File: config.mk
export PLATFORM = sky130hd
export DESIGN_NAME = button_conditioner
export DESIGN_NICKNAME = d
export VERILOG_FILES = /design/src/rtl/button_conditioner_pkg.sv /design/src/rtl/button_debounce_cell.sv /design/src/rtl/button_conditioner.sv
export SDC_FILE = /design/constraint.sdc
export NUM_CORES = 1
export LEC_CHECK = 0
export ABC_AREA = 1
export CAP_MARGIN = 30
export CORE_MARGIN = 5
export CORE_UTILIZATION = 60
export CTS_CLUSTER_DIAMETER = 40
export DETAILED_ROUTE_END_ITERATION = 7
export PLACE_DENSITY = 0.88
export SLEW_MARGIN = 20
export SYNTH_ARGS = -nofsm -noshare
export SYNTH_HDL_FRONTEND = slang
export SYNTH_HIERARCHICAL = 1
export SYNTH_SLANG_ARGS = --single-unit
File: constraint.sdc
create_clock -name clk -period 1.7 [get_ports clk]
set_input_delay 0.34 -clock clk [delete_from_list [all_inputs] [get_ports clk]]
set_output_delay 0.34 -clock clk [all_outputs]
set_load 0.03 [all_outputs]
File: src/rtl/button_conditioner_pkg.sv
// button_conditioner_pkg: button indices and default timing for the five-way button front-end.
package button_conditioner_pkg;
    localparam int BTN_UP    = 0;
    localparam int BTN_DOWN  = 1;
    localparam int BTN_LEFT  = 2;
    localparam int BTN_RIGHT = 3;
    localparam int BTN_MID   = 4;
    localparam int BTN_NUM   = 5;
    localparam int DEF_DEBOUNCE_CYCLES = 1000000;
    localparam int DEF_SYNC_STAGES     = 2;
    localparam int DEF_REPEAT_DELAY    = 50000000;
    localparam int DEF_REPEAT_PERIOD   = 10000000;
endpackage

File: src/rtl/button_debounce_cell.sv
// button_debounce_cell: synchroniser, debounce counter, level and press pulse for one button.
// Auto-repeat timer is generated only when BTN_REPEAT_EN is defined.
module button_debounce_cell
    import button_conditioner_pkg::*;
#(
    parameter int DEBOUNCE_CYCLES = DEF_DEBOUNCE_CYCLES,
    parameter int SYNC_STAGES     = DEF_SYNC_STAGES,
    parameter int REPEAT_DELAY    = DEF_REPEAT_DELAY,
    parameter int REPEAT_PERIOD   = DEF_REPEAT_PERIOD
) (
    input  logic clk,
    input  logic rst,
    input  logic raw,
    input  logic repeat_en,
    output logic level,
    output logic press
);
    localparam int CW = $clog2(DEBOUNCE_CYCLES + 1);

    logic [SYNC_STAGES-1:0] sync_q;
    logic [CW-1:0]          cnt;
    logic                   syncd;
    logic                   done;
    logic                   rpt_hit;

    assign syncd = sync_q[SYNC_STAGES-1];
    assign done  = (syncd != level) && (cnt == CW'(DEBOUNCE_CYCLES - 1));

    always_ff @(posedge clk or posedge rst) begin
        if (rst) begin
            sync_q <= '0;
            cnt    <= '0;
            level  <= 1'b0;
            press  <= 1'b0;
        end else begin
            sync_q <= {sync_q[SYNC_STAGES-2:0], raw};
            cnt    <= (syncd == level || done) ? '0 : cnt + 1'b1;
            level  <= level ^ done;
            press  <= (done & ~level) | rpt_hit;
        end
    end

`ifdef BTN_REPEAT_EN
    localparam int RMAX = (REPEAT_DELAY > REPEAT_PERIOD) ? REPEAT_DELAY : REPEAT_PERIOD;
    localparam int RW   = $clog2(RMAX + 1);

    logic [RW-1:0] rpt_cnt;
    logic          rep;

    // rep selects the period once the first delayed repeat has fired
    assign rpt_hit = repeat_en & level & ~done &
                     (rpt_cnt == RW'(rep ? REPEAT_PERIOD - 1 : REPEAT_DELAY - 1));

    always_ff @(posedge clk or posedge rst) begin
        if (rst) begin
            rpt_cnt <= '0;
            rep     <= 1'b0;
        end else if (!level || done || !repeat_en) begin
            rpt_cnt <= '0;
            rep     <= 1'b0;
        end else if (rpt_hit) begin
            rpt_cnt <= '0;
            rep     <= 1'b1;
        end else begin
            rpt_cnt <= rpt_cnt + 1'b1;
        end
    end
`else
    logic unused_rpt;
    assign unused_rpt = repeat_en ^ (REPEAT_DELAY > 0) ^ (REPEAT_PERIOD > 0);
    assign rpt_hit    = 1'b0;
`endif
endmodule

File: src/rtl/button_conditioner.sv
// button_conditioner: debounced levels and press pulses for up/down/left/right/mid buttons.
// Define BTN_REPEAT_EN to enable auto-repeat on the four direction buttons.
module button_conditioner
    import button_conditioner_pkg::*;
#(
    parameter int DEBOUNCE_CYCLES = DEF_DEBOUNCE_CYCLES,
    parameter int SYNC_STAGES     = DEF_SYNC_STAGES,
    parameter int REPEAT_DELAY    = DEF_REPEAT_DELAY,
    parameter int REPEAT_PERIOD   = DEF_REPEAT_PERIOD
) (
    input  logic               clk,
    input  logic               rst,
    input  logic [BTN_NUM-1:0] btn_raw_i,
    output logic [BTN_NUM-1:0] btn_level_o,
    output logic [BTN_NUM-1:0] btn_press_o,
    output logic               mid_button_o
);
    for (genvar i = 0; i < BTN_NUM; i++) begin : g_btn
        button_debounce_cell #(
            .DEBOUNCE_CYCLES(DEBOUNCE_CYCLES),
            .SYNC_STAGES    (SYNC_STAGES),
            .REPEAT_DELAY   (REPEAT_DELAY),
            .REPEAT_PERIOD  (REPEAT_PERIOD)
        ) u_cell (
            .clk      (clk),
            .rst      (rst),
            .raw      (btn_raw_i[i]),
            .repeat_en(i != BTN_MID),
            .level    (btn_level_o[i]),
            .press    (btn_press_o[i])
        );
    end

    // mid never repeats so screen_machine sees one event per physical press
    assign mid_button_o = btn_press_o[BTN_MID];
endmodule

==> summary.txt, run 1 <==
Clock network
  – Num CTS Buffers: 17
  – Clock transition at path regs: 0.06 ns
  – Clock net sink count: 120
  – CTS H-Tree Depth: 4
  – Clock root cell: clkbuf_8
  – CTS tree: yes
  – Worst-Skew Late Latency: 0.52 ns
  – Max Root-Sink Buffers: 2

Timing
  – Fmax: 0.609 GHz
  – Post-layout minimum cycle time: 1.64 ns
  – Max-slew violation count: 0
  – RSZ-0062 raised after global routing: false
  – Rel. slew slack: 78.3%
  – Setup TNS: 0 ns
  – Crit share post-route: 96.5%
  – Tightest Pin Transition: 0.327 ns
  – Final Hold Viols: 0
  – Final-report setup violation count: 0
  – Skew final: 0.00866 ns

Die
  – Total core area: 10700 um^2
  – I/O pin total: 18
  – FP Rows: 38
  – Die area: 13000 um^2
  – Starting Density: 60.7%
  – Die W: 114 um
  – Die Height: 114 um

Global route
  – Largest net degree at the start of global routing: 25
  – Number of global-route vias before repair: 5151
  – First-pass GRT wire length: 22900 um
  – Tot GR Track Use: 21.7%
  – Grt ovf: 0
  – Initial antenna violation count: 0

Detailed routing
  – DR iter-0 viols: 368
  – Drt via density: 5.23
  – Antenna viol nets, final: 0
  – Final WL: 12800 um
  – Pre-antenna DRT Iters: 4
  – DR WL/cell: 12.8 um
  – DR vias: 5222
  – DRC viols: 0

Finish
  – Fin nets: 858
  – Final instance count without filler cells: 999
  – Fin area: 7390 um^2
  – Ant. Diodes: 0
  – Area grow syn2layout: 13.8%
  – Share of cells above drive strength 1: 11.1%

Power
  – PD cells: 918 nW/um^2
  – Pleak: 0.00321 uW
  – Pwr Total: 6780 uW
  – Worst IR Drop VDD: 0.000904 V

Synth
  – Synth warnings: 6
  – Syn_area_per_cell: 8.00 um^2
  – Syn Inst Count: 811
  – Mapped cell area: 6490 um^2
  – Synthesized net count: 823

Job
  – Max-Cap Viols: 0

Critical path
  – Worst Setup End Kind: output pin
  – Worst Path Max Fanout: 4
  – WP data required: 1.36 ns
  – Max stage delay on crit path: 0.40 ns
  – Slowest-stage cell, CP: dfrtp_1
  – Crit-path cells: clkdlybuf4s15_1
  – CP bufs+invs: 1
  – Crit path DAT: 1.30 ns
  – Nature of the critical path startpoint: register
  – Critical path class: register to output pin
  – Largest delay share family, worst path: flip-flops

Placed design
  – Gpl congestion: 0.888
  – Placed Cells: 967
  – Number of buffers added on ports: 17
  – Post-DP HPWL: 8610 um
  – DP Area: 6790 um^2

Min path
  – Hold crit path type: input port to register

Run status
  – Status: complete, no violations
final timing paths:
kind                       slack, ns  depth (start not counted)                                   to                                 from
setup / recovery                0.06                          1                       btn_level_o[1]                             register
hold / removal                  0.27                          1  g_btn[0].u_cell/sync_q[0]$_DFF_PP0_                         btn_raw_i[0]
setup reg to reg                0.11                          6    g_btn[2].u_cell/cnt[16]$_DFF_PP0_     g_btn[2].u_cell/cnt[0]$_DFF_PP0_
hold reg to reg                 0.35                          0  g_btn[3].u_cell/sync_q[1]$_DFF_PP0_  g_btn[3].u_cell/sync_q[0]$_DFF_PP0_
max in group asynchronous       1.11                          3     g_btn[4].u_cell/cnt[0]$_DFF_PP0_                                  rst
min in group asynchronous       0.31                          3    g_btn[2].u_cell/cnt[11]$_DFF_PP0_                                  rst
report_power, final:
| group | internal (uW) | switching, uW |
|---|---|---|
| Clock | 2320 | 1310 |
| Combinational | 63.6 | 138 |
| Sequential | 2900 | 46.6 |
| Total | 5290 | 1490 |
stage by stage:
| step | util, % | worst slack, ns | hold slack [ns] |
|---|---|---|---|
| 6_report | 69.0 | 0.0588 | 0.265 |
| 5_1_grt | 69.0 | 0.00375 | 0.254 |
| 4_1_cts | 69.0 | 0.0000455 | 0.251 |
| 3_5_place_dp | 63.5 | 0.131 | 0.335 |
| 3_3_place_gp | 63.5 | 0.182 | 0.332 |
| 2_1_floorplan | - | 0.280 | 0.331 |
sequential cells by signal, summed over array words and instances, names as in the netlist, named ones only:
register and count:
g_btn.u_cell/cnt 100, g_btn.u_cell/press 5, g_btn.u_cell/sync_q 10
what timing repair did:
item	in CTS	in global routing
hold buffers	0	0
buffers inserted	0	0
setup endpoints to repair	11	35
cloned	0	0
gates resized for setup	12	12
cell usage in the layout, fill, tap and decap left out, types with 6 or more instances in the layout:
cell type,n
nor2_2,10
nand4_1,25
o21bai_1,15
clkdlybuf4s50_1,6
xnor2_1,15
inv_1,70
nor2_4,15
dlygate4sd2_1,6
clkbuf_16,16
nand3_2,10
xor2_1,40
dfrtp_1,118
nor2_1,190
nand2_1,205
nand3_1,55
final cells by class:
type	instances	area, um^2
tap	140	175
sequential	120	3010
fill	803	3310
inverter	75	282
timing repair buffer	22	185
clock inverter	13	168
multi-input combinational	610	3130
clock buffer	19	442
per-layer routing:
layer	wire length, um	share of wire, %	track usage, %	up-vias
met5	0	0	0	-
met4	227	1.8	7.21	0
li1	-	-	-	2614
met1	5460	43	26.2	2476
met3	492	3.8	5.57	22
met2	6650	52	37.7	110
Note: power is estimated with default switching activity, not from simulation.
==> inputs of run 2 (changes only) <==
CORE_UTILIZATION = 56   (was 60)
PLACE_DENSITY = 0.86   (was 0.88)
clock period = 1.4 ns   (was 1.7 ns; I/O delays follow)
==> summary.txt, run 2 (same netlist as run 1, synthesis figures left out) <==
Run status
  – Status: complete, but fails checks (was complete, no violations)
  – Failing checks: setup timing

Finish
  – Final core occ: 70.9% (was 69.0%)
  – Most common cell after layout, fill and taps aside: nand2_1 (unchanged)
  – Most flop-heavy register: g_btn.u_cell/cnt (unchanged)
  – Max FFs per register: 100 (unchanged)
  – Largest regs: g_btn.u_cell/cnt x100, g_btn.u_cell/sync_q x10, g_btn.u_cell/press x5 (unchanged)
  – Area grow syn2layout: 24.2% (was 13.8%)
  – Fin area: 8060 um^2 (was 7390 um^2)
  – Ant. Diodes: 0 (unchanged)
  – Final instance count without filler cells: 1046 (was 999)
  – Fillers: 812 (was 803)
  – Fin nets: 903 (was 858)
  – Share of cells above drive strength 1: 21.5% (was 11.1%)
  – Most frequent cells in the layout: nand2_1, nor2_1, dfrtp_1 (unchanged)

Clock network
  – CTS H-Tree Depth: 4 (unchanged)
  – Clock net sink count: 120 (unchanged)
  – Clock transition at path regs: 0.05 ns (was 0.06 ns)
  – Num CTS Buffers: 17 (unchanged)
  – Worst-Skew Late Latency: 0.42 ns (was 0.52 ns)
  – CTS tree: yes (unchanged)
  – Max Root-Sink Buffers: 2 (unchanged)
  – Clock root cell: clkbuf_16 (was clkbuf_8)

Timing
  – Final-report setup violation count: 6 (was 0)
  – Rel. slew slack: 54.3% (was 78.3%)
  – Post-route setup slack: -0.0244 ns (was 0.0588 ns)
  – Crit share post-route: 102%
  – Tightest Pin Transition: 0.685 ns (was 0.327 ns)
  – Fmax: 0.702 GHz
  – Max-slew violation count: 0 (unchanged)
  – Final Hold Viols: 0 (unchanged)
  – RSZ-0062 raised after global routing: true (was false)
  – Post-layout minimum cycle time: 1.42 ns
  – Skew final: 0.00643 ns (was 0.00866 ns)

Critical path
  – Nature of the critical path startpoint: register (unchanged)
  – Worst Setup End Kind: register (was output pin)
  – Max stage delay on crit path: 0.40 ns (about the same)
  – Most used cell, CP: nand3_4
  – Crit-path cells: ha_4, nand3_4, nor2_4, nand3_4, nand2_8, nor2_2 (was clkdlybuf4s15_1)
  – Worst Path Max Fanout: 7 (was 4)
  – Crit path DAT: 1.72 ns (was 1.30 ns)
  – WP data required: 1.69 ns (was 1.36 ns)
  – Critical path class: register to register (was register to output pin)
  – Slowest-stage cell, CP: dfrtp_1 (unchanged)

Placed design
  – Post-DP HPWL: 8660 um (was 8610 um)
  – DP Area: 7040 um^2 (was 6790 um^2)
  – Gpl congestion: 0.844 (was 0.888)
  – Placed Cells: 997 (was 967)
  – Pre-CTS setup slack: -0.0190 ns (was 0.131 ns)
  – Number of buffers added on ports: 17 (unchanged)

Detailed routing
  – Antenna viol nets, final: 0 (unchanged)
  – Pre-antenna DRT Iters: 5 (was 4)
  – DR WL/cell: 13.9 um (was 12.8 um)
  – Drt via density: 5.40 (was 5.23)
  – DRC viols: 0 (unchanged)
  – DR vias: 5646 (was 5222)
  – DR iter-0 viols: 393 (was 368)
  – Final WL: 14500 um (was 12800 um)

Global route
  – First-pass GRT wire length: 22700 um (was 22900 um)
  – Initial antenna violation count: 0 (unchanged)
  – Grt ovf: 0 (unchanged)
  – Tot GR Track Use: 19.7% (was 21.7%)
  – Largest net degree at the start of global routing: 25 (unchanged)
  – Number of global-route vias before repair: 5256 (was 5151)

Power
  – Worst IR Drop VDD: 0.000990 V (was 0.000904 V)
  – PD cells: 971 nW/um^2 (was 918 nW/um^2)
  – Pleak: 0.00340 uW (was 0.00321 uW)

Job
  – Max-Cap Viols: 0 (unchanged)

Die
  – Starting Density: 57.1% (was 60.7%)
  – Die Height: 118 um (was 114 um)
  – Die area: 13800 um^2 (was 13000 um^2)
  – FP Rows: 39 (was 38)
  – Total core area: 11400 um^2 (was 10700 um^2)
  – Die W: 118 um (was 114 um)
  – I/O pin total: 18 (unchanged)

Min path
  – Hold crit path type: input port to register (unchanged)
-- run 2: cell count changes in the layout (fill, tap and decap cells not counted), moves of 6 or more --
cell	previous run	this run
dfrtp_1	118	109
dfrtp_2	2	11
clkdlybuf4s15_2	0	9
dlygate4sd2_1	6	0
nand2_2	0	8
nor2_2	10	28
nor2_1	190	168
clkbuf_1	0	7
buf_4	5	42
nand2_8	0	8
nand2_1	205	197
-- run 2: per-layer routing --
layer	wire, um	global-route usage, %
met5	0	0
met4	334	9.46
met3	707	5.48
met2	7430	32.3
met1	6040	24.1
-- run 2: repair_timing --
item | in CTS | in global routing
buffers inserted | 1 | 11
endpoints found under the setup margin | 32 | 101
gates resized for setup | 33 | 77
hold buffers | 0 | 0
pin swaps | 0 | 31
gates cloned | 0 | 6
-- run 2: final timing paths --
kind | from | endpoint | slack, ns | cells past startpoint
worst max-delay path | g_btn[1].u_cell/cnt[1]$_DFF_PP0_ | g_btn[1].u_cell/cnt[11]$_DFF_PP0_ | -0.02 | 6
worst min-delay path | btn_raw_i[2] | g_btn[2].u_cell/sync_q[0]$_DFF_PP0_ | 0.31 | 1
worst max register to register | g_btn[1].u_cell/cnt[1]$_DFF_PP0_ | g_btn[1].u_cell/cnt[11]$_DFF_PP0_ | -0.02 | 6
worst min register to register | g_btn[2].u_cell/sync_q[0]$_DFF_PP0_ | g_btn[2].u_cell/sync_q[1]$_DFF_PP0_ | 0.34 | 0
max in group asynchronous | rst | g_btn[4].u_cell/cnt[9]$_DFF_PP0_ | 0.67 | 3
min in group asynchronous | rst | g_btn[3].u_cell/press$_DFF_PP0_ | 0.45 | 3
-- run 2: area by class of cell --
type                    instances  area [um^2]  area share, %
clock buffers                  28          507           6.29
well taps                     143          179           2.22
clock inverters                 3         15.0          0.186
inverters                      75          282           3.49
multi-input cells             616         3520           43.6
flip-flops and latches        120         3020           37.4
repair buffers                 61          542           6.72
-- run 2: worst max-delay path, delay by kind of cell, from the launching register on --
kind / cells / cell delay, ns
AND/OR/NAND/NOR: 5 / 0.70
flip-flops: 1 / 0.40
adder cells (fa/ha/maj): 1 / 0.20
-- run 2: where the power goes --
group,internal (uW),total [uW],switching [uW]
clock,2420,3860,1440
combinational,156,381,225
sequential,3520,3590,61.0
total,6110,7830,1720
-- run 2: metrics by stage --
stage | TNS, ns | total power (uW) | hold WS [ns]
after floorplan | 0 | 3820 | 0.295
after global placement | 0 | 3920 | 0.335
after detailed placement | -0.0269 | 3930 | 0.336
after CTS | 0 | 7810 | 0.292
after global routing | -3.29 | 8120 | 0.285
final | -0.0632 | 7830 | 0.305
==> inputs of run 3 (changes only) <==
--- a/config.mk
+++ b/config.mk
@@ -12,5 +12,5 @@
 export CTS_CLUSTER_DIAMETER = 40
 export DETAILED_ROUTE_END_ITERATION = 7
-export PLACE_DENSITY = 0.86
+export PLACE_DENSITY = 0.84
 export SLEW_MARGIN = 20
 export SYNTH_ARGS = -nofsm -noshare
==> constraint.sdc (replaced) <==
create_clock -name clk -period 1.4 [get_ports clk]
set_input_delay 0.28 -clock clk [delete_from_list [all_inputs] [get_ports clk]]
set_output_delay 0.28 -clock clk [all_outputs]
set_load 0.005 [all_outputs]
==> summary.txt, run 3 (same netlist as run 1, synthesis figures left out) <==
Critical path
  – Crit-path cells: ha_4, nand3_4, nor2_4, nand3_4, nand2_8, nor2_2 (unchanged)
  – R2R setup slack: -0.07 ns (was -0.02 ns)
  – Slowest-stage cell, CP: dfrtp_1 (unchanged)
  – Worst Setup End Kind: register (unchanged)
  – Max stage delay on crit path: 0.43 ns (was 0.40 ns)
  – Crit path DAT: 1.78 ns (was 1.72 ns)
  – Critical path class: register to register (unchanged)
  – Worst Path Max Fanout: 7 (unchanged)
  – WP data required: 1.70 ns (was 1.69 ns)
  – Nature of the critical path startpoint: register (unchanged)
  – Most used cell, CP: nand3_4 (unchanged)

Power
  – PD cells: 1020 nW/um^2 (was 971 nW/um^2)
  – Pleak: 0.00356 uW (was 0.00340 uW)
  – Worst IR Drop VDD: 0.00125 V (was 0.000990 V)

Clock network
  – Worst-Skew Late Latency: 0.42 ns (about the same)
  – Clock transition at path regs: 0.06 ns (was 0.05 ns)
  – CTS H-Tree Depth: 4 (unchanged)
  – Clock net sink count: 120 (unchanged)
  – # hold bufs at CTS: 0 (unchanged)
  – CTS tree: yes (unchanged)
  – Clock root cell: clkbuf_16 (unchanged)
  – Max Root-Sink Buffers: 2 (unchanged)
  – Num CTS Buffers: 17 (unchanged)

Detailed routing
  – DR vias: 5852 (was 5646)
  – Pre-antenna DRT Iters: 5 (unchanged)
  – DR iter-0 viols: 650 (was 393)
  – Antenna viol nets, final: 0 (unchanged)
  – DR WL/cell: 15.6 um (was 13.9 um)
  – Drt via density: 5.52 (was 5.40)
  – DRC viols: 0 (unchanged)
  – Final WL: 16600 um (was 14500 um)

Run status
  – Failing checks: setup timing (unchanged)
  – Status: complete, but fails checks (unchanged)

Die
  – Total core area: 11400 um^2 (unchanged)
  – Die W: 118 um (unchanged)
  – FP Rows: 39 (unchanged)
  – Die Height: 118 um (unchanged)
  – Starting Density: 57.1% (unchanged)
  – I/O pin total: 18 (unchanged)
  – Die area: 13800 um^2 (unchanged)

Global route
  – First-pass GRT wire length: 23900 um (was 22700 um)
  – Met1 usage in global routing: 25.4% (was 24.1%)
  – Tot GR Track Use: 20.8% (was 19.7%)
  – Initial antenna violation count: 0 (unchanged)
  – Largest net degree at the start of global routing: 25 (unchanged)
  – Met2 Use GR: 34.9% (was 32.3%)
  – Met3 usage: 5.62% (was 5.48%)
  – GR peak layer: met2 (unchanged)
  – Number of global-route vias before repair: 5403 (was 5256)
  – Grt ovf: 0 (unchanged)

Placed design
  – Placed Cells: 990 (was 997)
  – Gpl congestion: 0.864 (was 0.844)
  – Number of buffers added on ports: 17 (unchanged)
  – Post-DP HPWL: 8940 um (was 8660 um)

Finish
  – Ant. Diodes: 0 (unchanged)
  – Max FFs per register: 100 (unchanged)
  – Final instance count without filler cells: 1061 (was 1046)
  – Area grow syn2layout: 30.2% (was 24.2%)
  – Most flop-heavy register: g_btn.u_cell/cnt (unchanged)
  – Share of cells above drive strength 1: 26.1% (was 21.5%)
  – Most common cell after layout, fill and taps aside: nand2_1 (unchanged)
  – Fin nets: 917 (was 903)
  – Final core occ: 74.3% (was 70.9%)
  – Most frequent cells in the layout: nand2_1, nor2_1, dfrtp_1 (unchanged)
  – Fillers: 724 (was 812)
  – Largest regs: g_btn.u_cell/cnt x100, g_btn.u_cell/sync_q x10, g_btn.u_cell/press x5 (unchanged)

Job
  – Max-Cap Viols: 0 (unchanged)

Min path
  – Hold crit path type: input port to async pin (was input port to register)

Timing
  – Fmax: 0.678 GHz (was 0.702 GHz)
  – Final-report setup violation count: 56 (was 6)
  – Max-slew violation count: 0 (unchanged)
  – Post-route setup slack: -0.0748 ns (was -0.0244 ns)
  – Skew final: 0.0100 ns (was 0.00643 ns)
  – Final Hold Viols: 0 (unchanged)
  – RSZ-0062 raised after global routing: true (unchanged)
  – Tightest Pin Transition: 0.491 ns (was 0.685 ns)
  – Setup TNS: -2.61 ns (was -0.0632 ns)
  – Post-layout minimum cycle time: 1.47 ns (was 1.42 ns)
  – Rel. slew slack: 67.2% (was 54.3%)
  – Crit share post-route: 105% (was 102%)
-- run 3: stage by stage --
step | instance area, um^2 | worst slack (ns) | hold slack [ns] | total power [uW]
after floorplan | 6500 | 0.00735 | 0.295 | 3820
after global placement | 7020 | 0.0430 | 0.333 | 3920
after detailed placement | 7020 | -0.0234 | 0.337 | 3930
after CTS | 7760 | 0.00391 | 0.296 | 8500
after global routing | 8450 | -0.165 | 0.295 | 8870
final | 8450 | -0.0748 | 0.304 | 8590
-- run 3: cell type report --
type	count	area, um^2	share of cell area [%]
Clock inverter	13	178	2.10
Tap cell	143	179	2.12
Timing Repair Buffer	72	633	7.50
Inverter	75	282	3.33
Multi-Input combinational cell	619	3710	44.0
Clock buffer	19	443	5.24
Sequential cell	120	3020	35.7
-- run 3: critical path: cells and delay by family (launching register included) --
kind / cells / cell delay (ns)
and+or+nand+nor: 5 / 0.72
DFF: 1 / 0.43
adders and majority gates: 1 / 0.23
-- run 3: final timing paths --
| check | startpoint | to | cells past startpoint |
|---|---|---|---|
| hold / removal | rst | g_btn[3].u_cell/cnt[11]$_DFF_PP0_ | 3 |
| setup reg to reg | g_btn[0].u_cell/cnt[1]$_DFF_PP0_ | g_btn[0].u_cell/cnt[12]$_DFF_PP0_ | 6 |
| max in group asynchronous | rst | g_btn[2].u_cell/cnt[3]$_DFF_PP0_ | 3 |
| setup / recovery | g_btn[0].u_cell/cnt[1]$_DFF_PP0_ | g_btn[0].u_cell/cnt[12]$_DFF_PP0_ | 6 |
| min in group clk | btn_raw_i[2] | g_btn[2].u_cell/sync_q[0]$_DFF_PP0_ | 1 |
| hold reg to reg | g_btn[2].u_cell/sync_q[0]$_DFF_PP0_ | g_btn[2].u_cell/sync_q[1]$_DFF_PP0_ | 0 |
-- run 3: report_power, final --
group | leakage [uW] | total [uW] | switching [uW] | internal [uW]
sequential | 0.00162 | 3590 | 70.5 | 3520
clock | 0.000291 | 4550 | 1550 | 3000
combinational | 0.00164 | 442 | 260 | 182
total | 0.00356 | 8590 | 1880 | 6710
-- run 3: metal layers --
metal / up-vias / routed length (um)
li1: 2757 / -
met1: 2794 / 6480
met2: 245 / 8710
met3: 56 / 900
met4: 0 / 514
met5: - / 0
-- run 3: timing repair --
| action | CTS | global route |
|---|---|---|
| resized for setup | 22 | 113 |
| cloned | 0 | 9 |
| buffers inserted | 7 | 23 |
| pin swaps | 2 | 43 |
| setup endpoints to repair | 72 | 101 |
